File: src/rtl/div_seq_r4.sv
// Sequential radix-4 restoring divider with valid/ready handshakes on both sides.
// Retires two quotient bits per cycle; supports unsigned and two's-complement operands.
module div_seq_r4 #(
  parameter int unsigned BWI1 = 8,
  parameter int unsigned BWI2 = 8,
  parameter int unsigned BWO1 = 8
) (
  input  logic            clk,
  input  logic            rst_n,
  input  logic            i_valid,
  output logic            i_ready,
  input  logic            i_signed,
  input  logic [BWI1-1:0] i1,
  input  logic [BWI2-1:0] i2,
  output logic            o_valid,
  input  logic            o_ready,
  output logic [BWO1-1:0] o1,
  output logic [BWI2-1:0] o2,
  output logic            o_dz
);

  localparam int unsigned NR = (BWI1 + 1) / 2;
  localparam int unsigned DW = 2 * NR;
  localparam int unsigned RW = BWI2 + 2;
  localparam int unsigned SW = BWI2 + 3;
  localparam int unsigned CW = $clog2(NR + 1);
  localparam int unsigned QX = (BWO1 > BWI1) ? BWO1 : BWI1;
  localparam int unsigned RX = (BWI2 > BWI1) ? BWI2 : BWI1;

  typedef enum logic [1:0] {IDLE, CALC, FIX, DONE} state_t;

  state_t          state;
  logic            is_signed;
  logic            neg_q;
  logic            neg_r;
  logic            dz;
  logic [BWI1-1:0] a_raw;
  logic [DW-1:0]   dvd;
  logic [RW-1:0]   d1;
  logic [RW-1:0]   d2;
  logic [RW-1:0]   d3;
  logic [RW-1:0]   rem;
  logic [BWI1-1:0] quo;
  logic [CW-1:0]   cnt;

  logic [BWI1-1:0] a_mag;
  logic [BWI2-1:0] b_mag;
  logic [RW-1:0]   rem_sh;
  logic [RW-1:0]   rem_next;
  logic [SW-1:0]   t1;
  logic [SW-1:0]   t2;
  logic [SW-1:0]   t3;
  logic [1:0]      k;
  logic [BWI1-1:0] q_res;
  logic [BWI2-1:0] r_res;
  logic [QX-1:0]   q_x;
  logic [RX-1:0]   r_x;

  // Operand magnitudes at accept time
  always_comb begin
    a_mag = (i_signed && i1[BWI1-1]) ? -i1 : i1;
    b_mag = (i_signed && i2[BWI2-1]) ? -i2 : i2;
  end

  // One radix-4 round: shift in the next dividend pair, subtract the largest fitting multiple
  always_comb begin
    rem_sh   = RW'({rem, dvd[DW-1 -: 2]});
    t1       = {1'b0, rem_sh} - {1'b0, d1};
    t2       = {1'b0, rem_sh} - {1'b0, d2};
    t3       = {1'b0, rem_sh} - {1'b0, d3};
    k        = 2'd0;
    rem_next = rem_sh;
    if (!t3[SW-1]) begin
      k        = 2'd3;
      rem_next = t3[RW-1:0];
    end else if (!t2[SW-1]) begin
      k        = 2'd2;
      rem_next = t2[RW-1:0];
    end else if (!t1[SW-1]) begin
      k        = 2'd1;
      rem_next = t1[RW-1:0];
    end
  end

  // Final correction: divide-by-zero override, sign restore, quotient width fit
  always_comb begin
    q_res = quo;
    r_res = rem[BWI2-1:0];
    if (is_signed) r_x = RX'($signed(a_raw));
    else           r_x = RX'(a_raw);
    if (dz) begin
      q_res = '1;
      r_res = r_x[BWI2-1:0];
    end else if (is_signed) begin
      if (neg_q) q_res = -quo;
      if (neg_r) r_res = -rem[BWI2-1:0];
    end
    if (is_signed) q_x = QX'($signed(q_res));
    else           q_x = QX'(q_res);
  end

  always_ff @(posedge clk or negedge rst_n) begin
    if (!rst_n) begin
      state     <= IDLE;
      i_ready   <= 1'b1;
      o_valid   <= 1'b0;
      o1        <= '0;
      o2        <= '0;
      o_dz      <= 1'b0;
      is_signed <= 1'b0;
      neg_q     <= 1'b0;
      neg_r     <= 1'b0;
      dz        <= 1'b0;
      a_raw     <= '0;
      dvd       <= '0;
      d1        <= '0;
      d2        <= '0;
      d3        <= '0;
      rem       <= '0;
      quo       <= '0;
      cnt       <= '0;
    end else begin
      case (state)
        IDLE: begin
          if (i_valid && i_ready) begin
            is_signed <= i_signed;
            neg_r     <= i_signed & i1[BWI1-1];
            neg_q     <= (i_signed & i1[BWI1-1]) ^ (i_signed & i2[BWI2-1]);
            dz        <= (i2 == '0);
            a_raw     <= i1;
            dvd       <= DW'(a_mag);
            d1        <= RW'(b_mag);
            d2        <= RW'({b_mag, 1'b0});
            d3        <= RW'(b_mag) + RW'({b_mag, 1'b0});
            rem       <= '0;
            quo       <= '0;
            cnt       <= CW'(NR);
            i_ready   <= 1'b0;
            state     <= CALC;
          end
        end
        CALC: begin
          rem <= rem_next;
          quo <= (quo << 2) | BWI1'(k);
          dvd <= dvd << 2;
          cnt <= cnt - CW'(1);
          if (cnt == CW'(1)) state <= FIX;
        end
        FIX: begin
          o1      <= q_x[BWO1-1:0];
          o2      <= r_res;
          o_dz    <= dz;
          o_valid <= 1'b1;
          state   <= DONE;
        end
        DONE: begin
          if (o_ready) begin
            o_valid <= 1'b0;
            i_ready <= 1'b1;
            state   <= IDLE;
          end
        end
        default: state <= IDLE;
      endcase
    end
  end

endmodule
File: config.mk
export PLATFORM = sky130hd
export DESIGN_NAME = div_seq_r4
export DESIGN_NICKNAME = d
export VERILOG_FILES = /design/src/rtl/div_seq_r4.sv
export SDC_FILE = /design/constraint.sdc
export NUM_CORES = 1
export LEC_CHECK = 0
export ABC_CLOCK_PERIOD_IN_PS = 2700
export CORE_AREA = 5 5 112 114
export DETAILED_ROUTE_END_ITERATION = 16
export DIE_AREA = 0 0 117 119
export HOLD_SLACK_MARGIN = 0.03
export PLACE_DENSITY_LB_ADDON = 0.2
export SKIP_CTS_REPAIR_TIMING = 1
export SYNTH_ARGS = -nofsm -noshare
export SYNTH_HDL_FRONTEND = slang
export SYNTH_SLANG_ARGS = --single-unit
File: constraint.sdc
create_clock -name clk -period 2.7 [get_ports clk]
set_clock_uncertainty 0.05 [all_clocks]
set_input_delay 0.675 -clock clk [delete_from_list [all_inputs] [get_ports clk]]
set_output_delay 0.675 -clock clk [all_outputs]
set_load 0.05 [all_outputs]
# == After elaboration in Yosys (flattened, before gate mapping) ==
# Cells that the tools add are included.
# totals
regBits,78
latch_bits,0
ramBits,0
rom_bits,0
inputBits,21
out_inout_bits,19
elab_cells,81
n_memories,0
# classes
n_addsub,9
n_mul,0
div_mod_pow,0
n_lt_le_gt_ge,0
eq_ne,7
n_shift,0
n_mux,31
bitwise,4
n_reduce_logical,13
# ops
cell,n
8-bit two-way mux,14
8-bit case mux with 2 select lines,3
8-bit negation,4
10-bit by 10-bit subtractor with 11-bit output,1
10-bit by 8-bit subtractor with 11-bit output,1
10-bit by 9-bit subtractor with 11-bit output,1
8-bit by 9-bit adder with 10-bit output,1
2-bit two-way mux,5
8-bit zero test,1
8-bit by 2-bit OR with 8-bit output,1
2-bit case mux with 4 select lines,1
"2-bit inequality test, second input constant",3
3-bit case mux with 2 select lines,1
2-bit AND reduction,3
3-bit AND reduction,2
2-bit nonzero test,3
"2-bit equality test, second input constant",2
1-bit two-way mux,4
1-bit case mux with 2 select lines,2
"3-bit by 1-bit equality test with 1-bit output, second input constant",1
1-bit logical AND,3
3-bit two-way mux,1
"3-bit by 1-bit subtractor with 3-bit output, second input constant",1
1-bit bitwise AND,2
3 further kinds,3

# == Logic depth before layout (Yosys ltp) ==
# logic_depth
ltp_word,6
mapped_depth,11
mapped_depth_nobuf,11

# == Worst setup path after synthesis ==
# No wires, ideal clock.
# synth_timing
kind,input -> register
startpoint,input i2[7]
endpoint,register d3[9]
setup_ns,0.135
arrival_time_ns,3.051
required_ns,2.515
path_slack_ns,-0.536
stages,10
n_path_buf,1
path_cell_list,clkbuf_1 > nand2_1 > mux2_2 > ha_1 > fa_1 > maj3_2 > a21oi_2 > o21bai_2 > a2111oi_2 > a211oi_2
# synth_via
elab_chain_len,3
elab_cells_between_ends,4
cone_classes,add/sub: 2; mux: 1; reduce/logical: 1
# synth_lines
element,line,rtl
from (decl),14,"input logic [BWI2-1:0] i2,"
1-bit logical AND,62,b_mag = (i_signed && i2[BWI2-1]) ? -i2 : i2;
8-bit two-way mux,62,
via b_mag[1],47,logic [BWI2-1:0] b_mag;
8-bit by 9-bit adder with 10-bit output,134,"d3 <= RW'(b_mag) + RW'({b_mag, 1'b0});"
to (signal assigned),134,
to (decl),41,logic [RW-1:0] d3;
# The timed path passes the listed nets, and every way through them passes these cells.
# A chain may end at the register's enable or synchronous reset.

# == Worst setup path in the final report ==
# layout_timing
startpoint,input i2[1]
endpoint,register d3[9]
# layout_via
elab_chain_len,3
# layout_lines
element,line
8-bit negation,62
8-bit two-way mux (*),62
via b_mag[1],47
8-bit by 9-bit adder with 10-bit output (*),134
# The timed path passes the listed nets; every way through them passes the cells marked *.

==> reports/metrics.cfg <==
[power]
fin_total_pwr_mw=9.61
leakagePower_nw=3.23
p_per_area_nw_per_um2=1390
max-vdd-ir-drop_uv=783

[sta]
fmax_mhz=369
hold-worst-slack_ns=0.246
hold_viol_final=0
period_needed_ns=2.71
tns_ns=-0.0110
min_period_over_period_pct=100
slew_violations=0
setup_viol=1
max_slew.worst_pin.slew_ns=1.04
rsz0062_at_grt=yes
worst_slack_ns=-0.0110
slew_headroom_pct=30.7

[cts]
clockBufferDepth=2
worstSkewPairLatency_ns=0.34
clockRootBuffer=clkbuf_16
cts_tree=built
cts-htree-levels=3
cts.clk_slew.worst_paths_ns=0.06
numCtsBuffers=9
cts.sinks=77

[yosys]
synth_nets=683
synth_edf_count=0
synthesis.area_um2=5340
synth_cell_types=62
ys_warn_count=0
avgSynthCellArea_um2=8.69
synth_ff_type=dfrtp_1
async_flop_share_pct=100
synth_seq_cells=77
synthTopCellsByArea=dfrtp_1, ha_1, nand2_1, o21ai_0, nor2_1
synth_top_area_share_pct=35.6
synth_seq_area_share_pct=36.1
synth_area_leader_cell=dfrtp_1
syn_inst=615

[run_status]
failed_checks=negative setup slack
outcome=finished with violations

[global_routing]
use_met1_pct=28.3
grt_overflow=0
top_usage_layer=met2
grt_util_all_layers_pct=20.2
grt_pass1_wl_um=22800
globalRouteMet2Util_pct=31.8
use_met3_pct=2.84
grt_max_degree=52
antenna_found_initial=0
grt_pass1_vias=4785

[worst_setup_path]
critPathKind=in2reg
cp_max_fo=3
crit_start=i2[1]
r2r_slack_ns=0.07
rr_endpoint=rem[1]$_DFFE_PN0P_
critical_path.endpoint=d3[9]$_DFFE_PN0P_
crit_arrival_ns=2.88
worst_setup_path_start_kind=primary input
critPathCaptureType=flip-flop
reg2regPathDepth=11
timing.rr.start=dvd[6]$_DFFE_PN0P_
required_ns=2.87

[die]
die_w_um=117
num_rows=39
io_pins=40
core_area_um2=11300
start_util_pct=47.2
die_h_um=119
dieArea_um2=13900

[cells_and_area]
layout.nets=787
syn2layout_area_growth_pct=29.2
drive_above_1_share_pct=20.7
antenna_cells=0
stdcell_count=867
fin_area_um2=6900
fin_util_pct=61.0

[drt]
drtIter0Drc=335
wl_per_cell_um=16.2
dr.pass1.iters=4
post-route-drc-count=0
route.final.wire_length_um=14000
ant_nets=0
viasPerCell=5.63
vias=4880

[place]
placed_area_um2=6360
place_ws_ns=-0.822
portBuffers=39
place_congestion=0.899
dp.cells=839
hpwlAfterDp_um=10500

[min_path]
hold_class=in2async

[run]
maxCapViolations=0

-- report_power, final --
| group | leakage [nW] | internal (mW) | switching, mW |
|---|---|---|---|
| Sequential | 0.960 | 1.70 | 0.414 |
| Clock | 0.148 | 0.729 | 0.523 |
| Combinational | 2.12 | 2.72 | 3.52 |
| Total | 3.23 | 5.15 | 4.46 |
-- per-layer routing --
metal / up-vias / share of wire, %
li1: 2373 / -
met1: 2327 / 45
met2: 149 / 47
met3: 31 / 5.4
met4: 0 / 2.7
met5: - / 0
-- state kept, by name (all words and copies together), names as in the netlist, 2 cells and up --
signal / flops
state: 2
o2: 8
d3: 10
dvd: 8
rem: 8
a_raw: 8
quo: 8
d2: 7
cnt: 3
o1: 8
-- layout make-up --
class,instances,area [um2]
inverter,44,168
timing repair buffer,116,1000
clock buffer,9,225
multi-input combinational,471,3320
sequential,77,1930
clock inverter,7,80.1
fill,989,4420
tap,143,179
-- cells in the final DEF, fill, tap and decap left out, types with 8 or more instances in the layout --
cell,count
a211oi_1,8
a21oi_1,41
a31oi_1,9
buf_4,72
clkbuf_16,9
clkdlybuf4s50_1,30
dfrtp_1,75
ha_1,39
inv_1,38
mux2_2,9
mux2i_1,8
nand2_1,79
nor2_1,62
o21ai_0,55
xnor2_1,17
xor2_1,14
-- cells in the mapped netlist, types with 4 or more instances --
library cell and instances:
ha_1 43, o21a_1 6, or3_1 5, o31ai_1 4, buf_2 4, nor2b_1 6, a211oi_1 8, nand2b_1 6
xnor2_1 18, nor2_1 63, a21oi_1 46, nor3_1 6, nand3_1 6, xor2_1 14, mux2i_1 8, mux2_2 10
o211ai_1 5, dfrtp_1 76, inv_1 44, a31oi_1 9, o22ai_1 5, o21ai_0 56, a21o_1 5, clkbuf_1 19
fa_1 4, o21ai_1 4, nand2_1 80, a22o_1 5, o31a_1 4
-- logic make-up after synthesis --
family                     Yosys count  share of synthesized area (%)
and+or+nand+nor                    187                           15.2
AOI/OAI and AO/OA                  182                           21.9
DFF                                 77                           36.1
buffers and inverters               67                           4.80
adders and majority gates           49                           12.0
xor gates and xnor gates            35                           6.37
muxes                               18                           3.61
-- critical path, stage by stage --
cell,delay [ns]
buf_4,0.12
inv_4,0.05
ha_4,0.19
mux2_4,0.29
ha_4,0.17
fa_2,0.33
maj3_2,0.32
a21oi_4,0.20
o21bai_4,0.10
a2111oi_4,0.36
a211oi_2,0.05
-- how the worst min path moves through the flow --
stage                                  start                   end  cells after the start
after floorplan                        rst_n  a_raw[0]$_DFFE_PN0P_                      0
after global placement    dvd[3]$_DFFE_PN0P_    dvd[3]$_DFFE_PN0P_                      2
after detailed placement  dvd[3]$_DFFE_PN0P_    dvd[3]$_DFFE_PN0P_                      2
after CTS                              rst_n  a_raw[4]$_DFFE_PN0P_                      1
after global routing                   rst_n     o1[7]$_DFFE_PN0P_                      1
final                                  rst_n     o1[7]$_DFFE_PN0P_                      1
Power figures use the tool's default switching activity.
